<file path="src/rtl/mac_tx_arb.sv">
// Frame-level two-source arbiter in front of a MAC transmit port.
// A source wins the port with a start-of-frame word and keeps it until its
// end-of-frame word is accepted or the frame stalls for too long. Words that
// arrive without a start-of-frame marker while the port is idle are drained
// and counted as strays.
module mac_tx_arb #(
  parameter int DATA_WIDTH = 32,
  parameter int TIMEOUT    = 1024
) (
  input  logic                  clk,
  input  logic                  rst_n,

  input  logic [DATA_WIDTH-1:0] s0_data,
  input  logic                  s0_valid,
  input  logic                  s0_sof,
  input  logic                  s0_eof,
  output logic                  s0_ready,

  input  logic [DATA_WIDTH-1:0] s1_data,
  input  logic                  s1_valid,
  input  logic                  s1_sof,
  input  logic                  s1_eof,
  output logic                  s1_ready,

  output logic [DATA_WIDTH-1:0] mac_tx_data,
  output logic                  mac_tx_valid,
  output logic                  mac_tx_sof,
  output logic                  mac_tx_eof,
  input  logic                  mac_tx_ready,

  output logic                  err_timeout,
  output logic [15:0]           drop_cnt,
  output logic [15:0]           frame_cnt
);

  typedef enum logic [1:0] {
    IDLE  = 2'd0,
    BUSY0 = 2'd1,
    BUSY1 = 2'd2
  } state_t;

  // The stall counter runs from 0 after the last handshake or grant; the
  // abort fires on the stall cycle that would take it to TIMEOUT-1, so the
  // pulse (registered) lands TIMEOUT cycles after the last handshake.
  localparam logic [15:0] STALL_LIMIT = 16'(TIMEOUT - 2);

  state_t                 state_q, state_d;
  logic                   last_grant_q, last_grant_d;
  logic [15:0]            stall_q, stall_d;
  logic [15:0]            drop_cnt_q, drop_cnt_d;
  logic [15:0]            frame_cnt_q, frame_cnt_d;
  logic                   err_timeout_q, err_timeout_d;

  logic                   sel_src;
  logic [DATA_WIDTH-1:0]  sel_data;
  logic                   sel_valid;
  logic                   sel_sof;
  logic                   sel_eof;

  logic                   stray0;
  logic                   stray1;
  logic                   req0;
  logic                   req1;
  logic [16:0]            drop_sum;

  logic                   s0_ready_c;
  logic                   s1_ready_c;

  // Pick the view of whichever source currently owns the port
  always_comb begin
    sel_src   = (state_q == BUSY1);
    sel_data  = sel_src ? s1_data  : s0_data;
    sel_valid = sel_src ? s1_valid : s0_valid;
    sel_sof   = sel_src ? s1_sof   : s0_sof;
    sel_eof   = sel_src ? s1_eof   : s0_eof;
  end

  // Classify idle-time words into frame requests and strays, and form the
  // saturating drop count for this cycle's strays
  always_comb begin
    req0     = s0_valid & s0_sof;
    req1     = s1_valid & s1_sof;
    stray0   = s0_valid & ~s0_sof;
    stray1   = s1_valid & ~s1_sof;
    drop_sum = {1'b0, drop_cnt_q} + 17'(stray0) + 17'(stray1);
  end

  // Arbitration FSM: next state, counters and pass-through outputs
  always_comb begin
    state_d       = state_q;
    last_grant_d  = last_grant_q;
    stall_d       = stall_q;
    drop_cnt_d    = drop_cnt_q;
    frame_cnt_d   = frame_cnt_q;
    err_timeout_d = 1'b0;
    mac_tx_data   = '0;
    mac_tx_valid  = 1'b0;
    mac_tx_sof    = 1'b0;
    mac_tx_eof    = 1'b0;
    s0_ready_c    = 1'b0;
    s1_ready_c    = 1'b0;

    case (state_q)
      IDLE: begin
        stall_d    = '0;
        s0_ready_c = stray0;
        s1_ready_c = stray1;
        drop_cnt_d = drop_sum[16] ? 16'hFFFF : drop_sum[15:0];
        if (req0 && req1) begin
          state_d = last_grant_q ? BUSY0 : BUSY1;
        end else if (req0) begin
          state_d = BUSY0;
        end else if (req1) begin
          state_d = BUSY1;
        end
      end

      BUSY0, BUSY1: begin
        mac_tx_data  = sel_data;
        mac_tx_valid = sel_valid;
        mac_tx_sof   = sel_sof;
        mac_tx_eof   = sel_eof;
        if (sel_src) begin
          s1_ready_c = mac_tx_ready;
        end else begin
          s0_ready_c = mac_tx_ready;
        end

        if (sel_valid && mac_tx_ready) begin
          stall_d = '0;
          if (sel_eof) begin
            state_d      = IDLE;
            last_grant_d = sel_src;
            frame_cnt_d  = frame_cnt_q + 16'd1;
          end
        end else if (stall_q == STALL_LIMIT) begin
          state_d       = IDLE;
          last_grant_d  = sel_src;
          stall_d       = '0;
          err_timeout_d = 1'b1;
        end else begin
          stall_d = stall_q + 16'd1;
        end
      end

      default: begin
        state_d = IDLE;
      end
    endcase
  end

  // State and counter registers, cleared asynchronously
  always_ff @(posedge clk or negedge rst_n) begin
    if (!rst_n) begin
      state_q       <= IDLE;
      last_grant_q  <= 1'b1;
      stall_q       <= '0;
      drop_cnt_q    <= '0;
      frame_cnt_q   <= '0;
      err_timeout_q <= 1'b0;
    end else begin
      state_q       <= state_d;
      last_grant_q  <= last_grant_d;
      stall_q       <= stall_d;
      drop_cnt_q    <= drop_cnt_d;
      frame_cnt_q   <= frame_cnt_d;
      err_timeout_q <= err_timeout_d;
    end
  end

  // Ready must not drain strays while reset is held, even though the
  // idle-state logic would otherwise accept them
  always_comb begin
    s0_ready    = s0_ready_c & rst_n;
    s1_ready    = s1_ready_c & rst_n;
    err_timeout = err_timeout_q;
    drop_cnt    = drop_cnt_q;
    frame_cnt   = frame_cnt_q;
  end

endmodule

</file>
<file path="config.mk">
export PLATFORM = sky130hd
export DESIGN_NAME = mac_tx_arb
export DESIGN_NICKNAME = d
export VERILOG_FILES = /design/src/rtl/mac_tx_arb.sv
export SDC_FILE = /design/constraint.sdc
export NUM_CORES = 1
export LEC_CHECK = 0
export ABC_AREA = 1
export BUFFER_PORTS_ARGS = -buffer_cell sky130_fd_sc_hd__buf_2
export CAP_MARGIN = 40
export CORE_MARGIN = 2
export CORE_UTILIZATION = 23
export CTS_BUF_LIST = sky130_fd_sc_hd__clkbuf_4 sky130_fd_sc_hd__clkbuf_8 sky130_fd_sc_hd__clkbuf_16
export DETAILED_ROUTE_END_ITERATION = 10
export GPL_ROUTABILITY_DRIVEN = 0
export GPL_TIMING_DRIVEN = 1
export MAX_ROUTING_LAYER = met4
export RECOVER_POWER = 50
export REMOVE_ABC_BUFFERS = 1
export SLEW_MARGIN = 20
export SYNTH_ARGS = -nofsm -noshare
export SYNTH_HDL_FRONTEND = slang
export SYNTH_SLANG_ARGS = --single-unit
</file>
<file path="constraint.sdc">
create_clock -name clk -period 4.96 [get_ports clk]
set_input_delay 0.248 -clock clk [delete_from_list [all_inputs] [get_ports clk]]
set_output_delay 0.248 -clock clk [all_outputs]
set_load 0.01 [all_outputs]
</file>
---- Word level (Yosys, flattened, before mapping) ----
Cells that the tools add are included.
storage, ports and cells
  register bits ........................... 52
  input port bits ......................... 73
  logic and storage cells ................. 64
operators by class
  $add $sub $neg .......................... 4
  equality and inequality tests ........... 7
  multiplexer cells ....................... 30
  bitwise operators ....................... 8
  reductions and logical operators ........ 9
operators with widths
  kind                                                                number
  32-bit two-way mux                                                  2
  16-bit two-way mux                                                  3
  16-bit by 1-bit adder with 16-bit output (second input constant)    2
  16-bit one-hot mux with 2 select lines                              1
  16-bit by 1-bit adder with 17-bit output                            1
  17-bit by 1-bit adder with 17-bit output                            1
  16-bit by 10-bit == test with 1-bit output (second input constant)  1
  1-bit two-way mux                                                   14
  2-bit two-way mux                                                   7
  3-bit AND reduction                                                 3
  1-bit bitwise AND                                                   6
  3-bit inequality test (second input constant)                       2
  4-bit inequality test (second input constant)                       1
  1-bit one-hot mux with 2 select lines                               2
  2-bit one-hot mux with 2 select lines                               1
  2-bit nonzero test                                                  2
  2-bit by 1-bit == test with 1-bit output (second input constant)    1
  2-bit == test (second input constant)                               1
  1-bit logical AND                                                   2
  2-bit logical NOT                                                   1
  2-bit inequality test (second input constant)                       1
  1-bit NOT                                                           2
  2-bit OR reduction                                                  1

---- Logic depth before layout (Yosys ltp) ----
Gate-level depths: netlist (run 1).
  word-level depth ........................ 5
  depth in mapped cells ................... 12

---- Worst setup path after synthesis (run 1) ----
No wires, ideal clock.
  path kind ............................... reg2out
  from .................................... register state_q[1]
  to ...................................... output mac_tx_data[10]
  arrival time ............................ 1.447 ns
  required time ........................... 4.712 ns
  setup slack ............................. 3.265 ns
  cell stages (with the launch flop) ...... 7
  path buffers ............................ 2
  cells stage by stage .................... dfrtp_1 inv_1 ha_1 clkbuf_1 clkbuf_1 o21ai_0 nor2_1
between the ends
  cells in the longest elaborated chain, start to end .. 3
  elaborated cells between the ends (all ways) .. 5
  those cells by class .................... eq/ne (2); mux (2); reduce/logical (1)
ends and longest elaborated chain
  item                                                                              line     source
  from (decl)                                                                       47       state_t state_q, state_d;
  from (signal assigned)                                                            162      state_q <= state_d;
  2-bit == test / 2-bit by 1-bit == test with 1-bit output (equally long branches)  71, 103
  32-bit two-way mux / 2-bit OR reduction (equally long branches)                   72, 103
  32-bit two-way mux *                                                              103      case (state_q)
  to (decl)                                                                         25       output logic [DATA_WIDTH-1:0] mac_tx_data,
Mark *: on every way between the ends. The rest lies on a longest branch, timed or not.

---- Worst setup path in the final report (run 1) ----
  from .................................... input rst_n
  to ...................................... output s1_ready
between the ends
  cells in the longest elaborated chain, start to end .. 1
ends and longest elaborated chain
  item               line  source
  from (decl)        11    input logic rst_n,
  1-bit bitwise AND  175   s1_ready = s1_ready_c & rst_n;
  to (decl)          23    output logic s1_ready,
Every way passes these cells.

==> results of run 1 <==
-- worst min-delay path, cell delays in order --
cell and delay (ns):
buf_2 0.15, nand2_4 0.08, clkinv_4 0.06, nor3_1 0.05
-- layer usage --
metal / routed length, µm / share of wire [%]
met5: 0 / 0
met1: 5010 / 49
met2: 4800 / 47
met4: 88 / 0.85
met3: 421 / 4.1
-- cell type report --
| type | count | share of cell area, % |
|---|---|---|
| inverter | 57 | 4.58 |
| clock buffer | 6 | 2.77 |
| tap | 216 | 5.65 |
| clock inverter | 2 | 0.732 |
| multi-input combinational | 432 | 43.7 |
| timing repair buffer | 146 | 15.4 |
| sequential | 52 | 27.2 |
-- cell families (layout without fill, tap and decap cells) --
family                   after synthesis  in the layout  share of synthesized area (%)
adder cells (fa/ha/maj)                8              8                           2.91
XOR/XNOR                              19             19                           4.70
flip-flops                            52             52                           35.2
buffers and inverters                 71            211                           8.19
AND/OR/NAND/NOR                      347            347                           40.6
AO/OA/AOI/OAI                         58             58                           8.32
-- placed cells by master (no fill, tap or decap), drive strengths merged --
master and n:
o21ai 47, clkbuf 40, inv 54, dfstp 1, nand3 32, a21oi 7
nand2 139, dfrtp 51, bufinv 1, buf 112, nand4 20, clkinv 4
xor2 14, xnor2 5, fa 1, and2 2, ha 7, o211ai 1
o21bai 3, nor3 11, nand3b 4, nor2 139
-- worst max-delay path by stage --
| stage | start | end | slack [ns] | cells past startpoint |
|---|---|---|---|---|
| CTS | state_q[0] | mac_tx_data[27] | 2.42 | 8 |
| detailed placement | state_q[0] | mac_tx_data[27] | 2.75 | 8 |
| global placement | state_q[1] | frame_cnt[5] | 2.26 | 8 |
| finish | rst_n | s1_ready | 1.67 | 5 |
| floorplan | state_q[0] | s0_ready | 2.42 | 5 |
| global route | rst_n | s0_ready | 1.16 | 5 |
-- power by group through the flow --
stage                     clock, mW  sequential (mW)  combinational [mW]
final                         0.402            0.591                1.07
after global routing          0.427            0.606                1.22
after CTS                     0.412            0.591                1.11
after detailed placement          0            0.598                1.11
after global placement            0            0.599                1.04
after floorplan                   0            0.605               0.622
-- registers in the layout, summed over array words and instances, names as in the netlist --
signal        count
state_q           2
last_grant_q      1
drop_cnt         16
frame_cnt        16
stall_q          16
err_timeout       1
-- stage by stage --
| step | worst slack (ns) | instance area, µm² | utilization (%) | power [mW] | instances |
|---|---|---|---|---|---|
| 2_1_floorplan | 2.42 | 3610 | - | 1.23 | 541 |
| 3_3_place_gp | 2.26 | 4610 | 29.2 | 1.64 | 901 |
| 3_5_place_dp | 2.75 | 4660 | 29.6 | 1.70 | 903 |
| 4_1_cts | 2.42 | 4830 | 30.6 | 2.12 | 911 |
| 5_1_grt | 1.16 | 4780 | 30.3 | 2.25 | 911 |
| 6_report | 1.67 | 4780 | 30.3 | 2.06 | 911 |
==> impl_metrics.env, run 1 <==
export IMPL_status="complete, but fails checks"
export IMPL_failed_checks="max-capacitance violations, max-slew violations"
export IMPL_critPathMaxFanout=53
export IMPL_insertedDiodeCount=0
export IMPL_multi_input_area_um2=2090
export IMPL_sw_frac_of_total_pct=44.8
export IMPL_cts_hold_fix_buffers=0
export IMPL_ys_ff_latch=52
export IMPL_grt_pass1_wl_um=16900
export IMPL_rsz0062_at_grt="no"
export IMPL_cpMostUsedCell="buf_2"
export IMPL_coreArea_um2=15800
export IMPL_portBuffers=142
export IMPL_cpPeakStageDelay_ns=2.04
export IMPL_fillers=1792
export IMPL_track_usage_pct=12.5
export IMPL_viasPerCell=4.28
export IMPL_r2r_start="state_q[0]"
export IMPL_cts_sink_count=52
export IMPL_firstDrtPassIters=4
export IMPL_path_class="in2out"
export IMPL_grt_pass1_vias=3634
export IMPL_dp_hpwl_um=7930
export IMPL_root_buffer="clkbuf_16"
export IMPL_ios=143
export IMPL_final_max_slew_viol_count=54
export IMPL_combPwrFrac_pct=51.9
export IMPL_yosysTopAreaCellShare_pct=34.5
export IMPL_layout_drive_gt1_share_pct=19.7
export IMPL_hold_path_endpoint="err_timeout"
export IMPL_die_y_um=131
export IMPL_cts_tree="built"
export IMPL_synth_area_um2=3700
export IMPL_wl_um=10300
export IMPL_critPathLaunchType="input pin"
export IMPL_antenna_found_initial=0
export IMPL_use_met2_pct=21.3
export IMPL_synth_most_common_cell="nand2_1"
export IMPL_p_leak_nw=2.36
export IMPL_sequentialPowerShare_pct=28.7
export IMPL_crit_slowest_cell="clkbuf_1"
export IMPL_reg2reg_slack_ns=2.63
export IMPL_drtIter0Drc=169
export IMPL_grt_busiest_layer="met2"
export IMPL_vias=3900
export IMPL_period_needed_ns=3.29
export IMPL_ant_nets=0
export IMPL_crit_buf_inv=3
export IMPL_ctsResizeCount=0
export IMPL_die_area_um2=17100
export IMPL_die_w_um=131
export IMPL_initial_core_util_pct=23.4
export IMPL_setup_violations_final=0
export IMPL_crit_path_end_kind="output port"
export IMPL_crit_family="buffers and inverters"
export IMPL_crit_chain="buf_2, clkbuf_1, nand2_1, a21oi_1, buf_2"
export IMPL_critPathRequiredTime_ns=4.71
export IMPL_syn_area_per_cell_um2=6.66
export IMPL_finalSetupTns_ns=0
export IMPL_synth_flop_cell="dfrtp_1"
export IMPL_min_path_cells=4
export IMPL_p_int_mw=1.14
export IMPL_max_freq_mhz=304
export IMPL_fin_skew_ns=0.00476
export IMPL_power_density_nw_per_um2=431
export IMPL_maxCapViolCount=1
export IMPL_rr_worst_depth=10
export IMPL_hold_class="in2reg"
export IMPL_htreeDepth=2
export IMPL_clock_latency_ns=0.29
export IMPL_grt_start_max_net_pins=54
export IMPL_synth_distinct_cells=32
export IMPL_worst_pin_slew_ns=2.94
export IMPL_cp_arrival_ns=3.04
export IMPL_timing_final_hold_violations=0
export IMPL_grt_overflow_total=0
export IMPL_syn2layout_area_growth_pct=29.4
export IMPL_netlist_instances=555
export IMPL_hp_start="mac_tx_ready"
export IMPL_synth_area_top_cells="dfrtp_1 35%, nand2_1 14%, nor2_1 14%, o21ai_0 5.4%, inv_1 5.3%"
export IMPL_synthTopCellsByCount="134 x nand2_1, 133 x nor2_1, 52 x inv_1, 51 x dfrtp_1, 40 x o21ai_0"
export IMPL_synth_top_area_cell="dfrtp_1"
export IMPL_p_clk_share_pct=19.5
export IMPL_num_nets_final=775
export IMPL_ir_worst_vdd_uv=203
export IMPL_async_flop_share_pct=100
export IMPL_yosys_warnings=0
export IMPL_min_period_over_period_pct=66.3
export IMPL_num_rows=46
export IMPL_worst_hold_slack_ns=0.334
export IMPL_cts_setup_buffers=0
export IMPL_drc=0
export IMPL_ys_seq_area_share_pct=35.2
export IMPL_wire_per_inst_um=11.3
export IMPL_seqCellArea_um2=1300
export IMPL_r2r_end="frame_cnt[12]"
export IMPL_p_sw_uw=924
export IMPL_grt_met3_usage_pct=1.63
export IMPL_clockBufferDepth=2
export IMPL_grtUsageMet1_pct=15.7
export IMPL_cts_made_buffers=5
export IMPL_clkTransAtPathRegs_ns=0.07
export IMPL_max_slew_margin_rel_pct=-95.9
export IMPL_synth_edff_count=0
No activity file was read; power rests on OpenSTA's default activity.
==> run 2: changes to the inputs <==
==> constraint.sdc (replaced) <==
create_clock -name clk -period 3 [get_ports clk]
set_input_delay 0.15 -clock clk [delete_from_list [all_inputs] [get_ports clk]]
set_output_delay 0.15 -clock clk [all_outputs]
set_load 0.01 [all_outputs]
==> impl_metrics.env, run 2 (synthesis results as in run 1) <==
export IMPL_track_usage_pct=13.0
export IMPL_layout_drive_gt1_share_pct=19.6
export IMPL_syn2layout_area_growth_pct=27.5
export IMPL_cts_made_buffers=5
export IMPL_firstDrtPassIters=4
export IMPL_period_needed_ns=2.15
export IMPL_fin_skew_ns=0.00577
export IMPL_die_area_um2=17100
export IMPL_sequentialPowerShare_pct=30.1
export IMPL_num_rows=46
export IMPL_drtIter0Drc=158
export IMPL_power_density_nw_per_um2=690
export IMPL_cts_sink_count=52
export IMPL_num_nets_final=775
export IMPL_ant_nets=0
export IMPL_p_int_mw=1.73
export IMPL_critPathMaxFanout=15
export IMPL_clockBufferDepth=2
export IMPL_ir_worst_vdd_uv=209
export IMPL_min_period_over_period_pct=71.8
export IMPL_hold_class="in2reg"
export IMPL_portBuffers=142
export IMPL_status="finished clean"
export IMPL_cts_tree="built"
export IMPL_wire_per_inst_um=11.7
export IMPL_p_leak_nw=2.33
export IMPL_final_max_slew_viol_count=0
export IMPL_sw_frac_of_total_pct=46.8
export IMPL_ctsResizeCount=0
export IMPL_die_y_um=131
export IMPL_initial_core_util_pct=23.4
export IMPL_insertedDiodeCount=0
export IMPL_grt_pass1_wl_um=17400
export IMPL_finalSetupTns_ns=0
export IMPL_vias=3888
export IMPL_p_sw_mw=1.52
export IMPL_cts_hold_fix_buffers=0
export IMPL_rsz0062_at_grt="no"
export IMPL_path_class="reg2reg"
export IMPL_critPathRequiredTime_ns=3.22
export IMPL_clkTransAtPathRegs_ns=0.07
export IMPL_setup_violations_final=0
export IMPL_dp_hpwl_um=8260
export IMPL_layout_common_cells="134 x nand2_1, 133 x nor2_1, 108 x buf_2"
export IMPL_worst_pin_slew_ns=1.34
export IMPL_p_clk_share_pct=17.7
export IMPL_root_buffer="clkbuf_16"
export IMPL_htreeDepth=2
export IMPL_grt_pass1_vias=3642
export IMPL_timing_final_hold_violations=0
export IMPL_critPathLaunchType="flop"
export IMPL_combPwrFrac_pct=52.3
export IMPL_ios=143
export IMPL_die_w_um=131
export IMPL_cts_setup_buffers=0
export IMPL_wl_um=10700
export IMPL_viasPerCell=4.27
export IMPL_crit_path_end_kind="flop"
export IMPL_worst_hold_slack_ns=0.238
export IMPL_antenna_found_initial=0
export IMPL_grt_start_max_net_pins=53
export IMPL_clock_latency_ns=0.29
export IMPL_reg2reg_slack_ns=0.85
export IMPL_drc=0
export IMPL_cp_arrival_ns=2.37
export IMPL_final_common_cell="nand2_1"
export IMPL_maxCapViolCount=0
export IMPL_coreArea_um2=15800
export IMPL_max_freq_mhz=465
export IMPL_max_slew_margin_rel_pct=11.0
export IMPL_grt_overflow_total=0
run 2: changes by cell type in the layout (fill, tap and decap cells not counted):
cell       previous run  this run
buf_2               109       108
clkbuf_2              0         1
buf_4                 1         3
bufinv_16             1         0
buf_16                2         0
run 2: final timing paths:
check / from / to / cells after the start
max: state_q[0] / frame_cnt[5] / 9
min: mac_tx_ready / err_timeout / 4
min reg2reg: last_grant_q / last_grant_q / 2
min in group asynchronous: rst_n / frame_cnt[3] / 2
max in group asynchronous: rst_n / stall_q[14] / 2
max reg2reg: state_q[0] / frame_cnt[5] / 9
run 2: power by group through the flow:
stage | clock [mW] | sequential [mW] | combinational (mW)
2_1_floorplan | 0 | 1.00 | 1.03
3_3_place_gp | 0 | 0.990 | 1.74
3_5_place_dp | 0 | 0.988 | 1.75
4_1_cts | 0.600 | 0.977 | 1.75
5_1_grt | 0.625 | 1.00 | 1.93
6_report | 0.575 | 0.978 | 1.70
run 2: worst max-delay path, cell delays in order, from the launching register on:
cell and delay (ns):
dfrtp_1 0.37, inv_1 0.06, ha_1 0.31, o21ai_0 0.53, nand2_4 0.13, clkinv_4 0.09
nand2_4 0.15, inv_2 0.26, nand2_1 0.09, o21ai_1 0.07
run 2: layer usage:
layer	part of all wire, %	track usage (%)	up-vias
met1	48	16.6	1749
met3	3.9	1.79	8
li1	-	-	2041
met4	1.1	3.63	0
met2	47	21.5	90
met5	0	-	-
run 2: metrics by stage:
stage / setup slack (ns) / power (mW) / area [µm²] / instances / util, %
floorplan: 0.559 / 2.03 / 3610 / 541 / -
global placement: 1.14 / 2.73 / 4620 / 903 / 29.3
finish: 0.847 / 3.25 / 4710 / 910 / 29.9
global route: 0.628 / 3.56 / 4710 / 910 / 29.9
CTS: 0.892 / 3.33 / 4760 / 910 / 30.2
detailed placement: 1.06 / 2.73 / 4620 / 903 / 29.3
run 2: cell type report:
class,instances,area (µm²)
fillers,1809,11100
multi-input cells,432,2090
flip-flops and latches,52,1300
repair buffers,146,696
well taps,216,270
inverters,57,219
clock buffers,6,133
clock inverters,1,5.00
==> run 3: changes to the inputs <==
==> constraint.sdc (replaced) <==
create_clock -name clk -period 1.7 [get_ports clk]
set_input_delay 0.085 -clock clk [delete_from_list [all_inputs] [get_ports clk]]
set_output_delay 0.085 -clock clk [all_outputs]
set_load 0.01 [all_outputs]
==> impl_metrics.env, run 3 (synthesis results as in run 1) <==
export IMPL_status="complete, but fails checks"
export IMPL_failed_checks="negative setup slack"
export IMPL_dp_cells=934
export IMPL_reg2reg_slack_ns=-0.04
export IMPL_min_path_cells=5
export IMPL_final_common_cell="buf_2"
export IMPL_syn2layout_area_growth_pct=61.8
export IMPL_hold_path_endpoint="state_q[1]"
export IMPL_fin_ws_ns=-0.0862
export IMPL_grt_pass1_wl_um=19100
export IMPL_clockBufferDepth=2
export IMPL_drc=0
export IMPL_wl_um=12400
export IMPL_timing_final_hold_violations=0
export IMPL_vias=4246
export IMPL_grt_pass1_vias=3952
export IMPL_coreArea_um2=15800
export IMPL_fin_skew_ns=0.00712
export IMPL_layout_drive_gt1_share_pct=42.7
export IMPL_worst_pin_slew_ns=1.34
export IMPL_track_usage_pct=14.2
export IMPL_r2r_start="state_q[1]"
export IMPL_die_y_um=131
export IMPL_period_needed_ns=1.79
export IMPL_multi_input_area_um2=2550
export IMPL_crit_path_end_kind="output port"
export IMPL_hold_class="in2reg"
export IMPL_initial_core_util_pct=23.4
export IMPL_viasPerCell=4.42
export IMPL_power_density_nw_per_um2=1430
export IMPL_num_rows=46
export IMPL_max_freq_mhz=560
export IMPL_clkTransAtPathRegs_ns=0.07
export IMPL_finalSetupTns_ns=-1.64
export IMPL_wire_per_inst_um=12.9
export IMPL_postPlaceCellArea_um2=4890
export IMPL_antenna_found_initial=0
export IMPL_hp_start="s0_valid"
export IMPL_root_buffer="clkbuf_16"
export IMPL_critPathMaxFanout=6
export IMPL_fillers=1686
export IMPL_cts_made_buffers=5
export IMPL_rsz0062_at_grt="yes"
export IMPL_final_max_slew_viol_count=0
export IMPL_die_area_um2=17100
export IMPL_fin_area_um2=5980
export IMPL_critPathRequiredTime_ns=1.62
export IMPL_ir_worst_vdd_uv=680
export IMPL_rr_worst_depth=10
export IMPL_path_class="reg2out"
export IMPL_htreeDepth=2
export IMPL_num_nets_final=824
export IMPL_cts_tree="built"
export IMPL_pre_cts_slack_ns=-0.115
export IMPL_firstDrtPassIters=4
export IMPL_portBuffers=142
export IMPL_r2r_end="frame_cnt[2]"
export IMPL_cp_arrival_ns=1.70
export IMPL_min_period_over_period_pct=105
export IMPL_critPathLaunchType="flop"
export IMPL_finalPower_mw=8.58
export IMPL_clock_latency_ns=0.29
export IMPL_dp_hpwl_um=8370
export IMPL_setup_violations_final=41
export IMPL_layoutNonFillerInstCount=960
export IMPL_die_w_um=131
export IMPL_grt_overflow_total=0
export IMPL_layout_common_cells="139 x buf_2, 128 x nand2_1, 88 x nor2_1"
export IMPL_maxCapViolCount=0
export IMPL_worst_hold_slack_ns=0.285
export IMPL_seqCellArea_um2=1300
export IMPL_cts_sink_count=52
export IMPL_insertedDiodeCount=0
export IMPL_fin_util_pct=37.9
export IMPL_ant_nets=0
export IMPL_grt_start_max_net_pins=53
export IMPL_p_leak_nw=2.86
export IMPL_drtIter0Drc=170
export IMPL_max_slew_margin_rel_pct=10.7
export IMPL_ios=143
-- run 3: cell count changes in the layout (fill, tap and decap cells not counted), moves of 6 or more --
cell,delta
nor2_2,+22
o21ai_1,+10
nor2_4,+23
clkbuf_16,+6
buf_4,+24
nor2_1,-45
buf_2,+31
inv_1,-6
buf_6,+9
nand2_1,-6
buf_16,+6
o21ai_0,-36
clkbuf_1,-32
o21ai_2,+24
-- run 3: routing by layer --
metal  wire length [µm]  track usage, %  vias up
met5                  0               -        -
met4                 74            2.94        0
met3                462            1.51        6
met2               6050            24.1       95
met1               5810            18.4     1984
li1                   -               -     2161
-- run 3: cell type report --
type / count / area share [%]
clock buffers: 5 / 2.09
clock inverters: 3 / 0.711
inverters: 57 / 4.35
multi-input cells: 432 / 42.7
flip-flops and latches: 52 / 21.8
well taps: 216 / 4.52
repair buffers: 195 / 23.9
-- run 3: how the worst max path moves through the flow --
| stage | cells after the start | slack (ns) | endpoint | from |
|---|---|---|---|---|
| global placement | 12 | -0.09 | drop_cnt[8] | s1_valid |
| CTS | 8 | -0.07 | s0_ready | state_q[1] |
| floorplan | 5 | -0.68 | s0_ready | state_q[0] |
| detailed placement | 12 | -0.12 | drop_cnt[8] | s1_valid |
| global route | 8 | -0.19 | s0_ready | state_q[1] |
| finish | 8 | -0.09 | s0_ready | state_q[1] |
-- run 3: critical path, stage by stage (launching register included) --
cell	delay (ns)
dfrtp_2	0.44
ha_4	0.17
buf_6	0.12
buf_12	0.14
clkinv_16	0.07
buf_12	0.13
nand3_2	0.06
a21oi_2	0.12
buf_2	0.15
-- run 3: repair_timing --
item / 4_1_cts / 5_1_grt
pin swaps: 18 / 24
setup buffers: 6 / 1
cloned: 6 / 6
hold buffers: 0 / 0
resized for setup: 81 / 119
setup endpoints to repair: 50 / 80
-- run 3: power breakdown --
| group | switching (mW) | total (mW) | internal [mW] |
|---|---|---|---|
| sequential | 0.250 | 1.71 | 1.46 |
| clock | 0.461 | 1.15 | 0.693 |
| combinational | 3.00 | 5.72 | 2.72 |
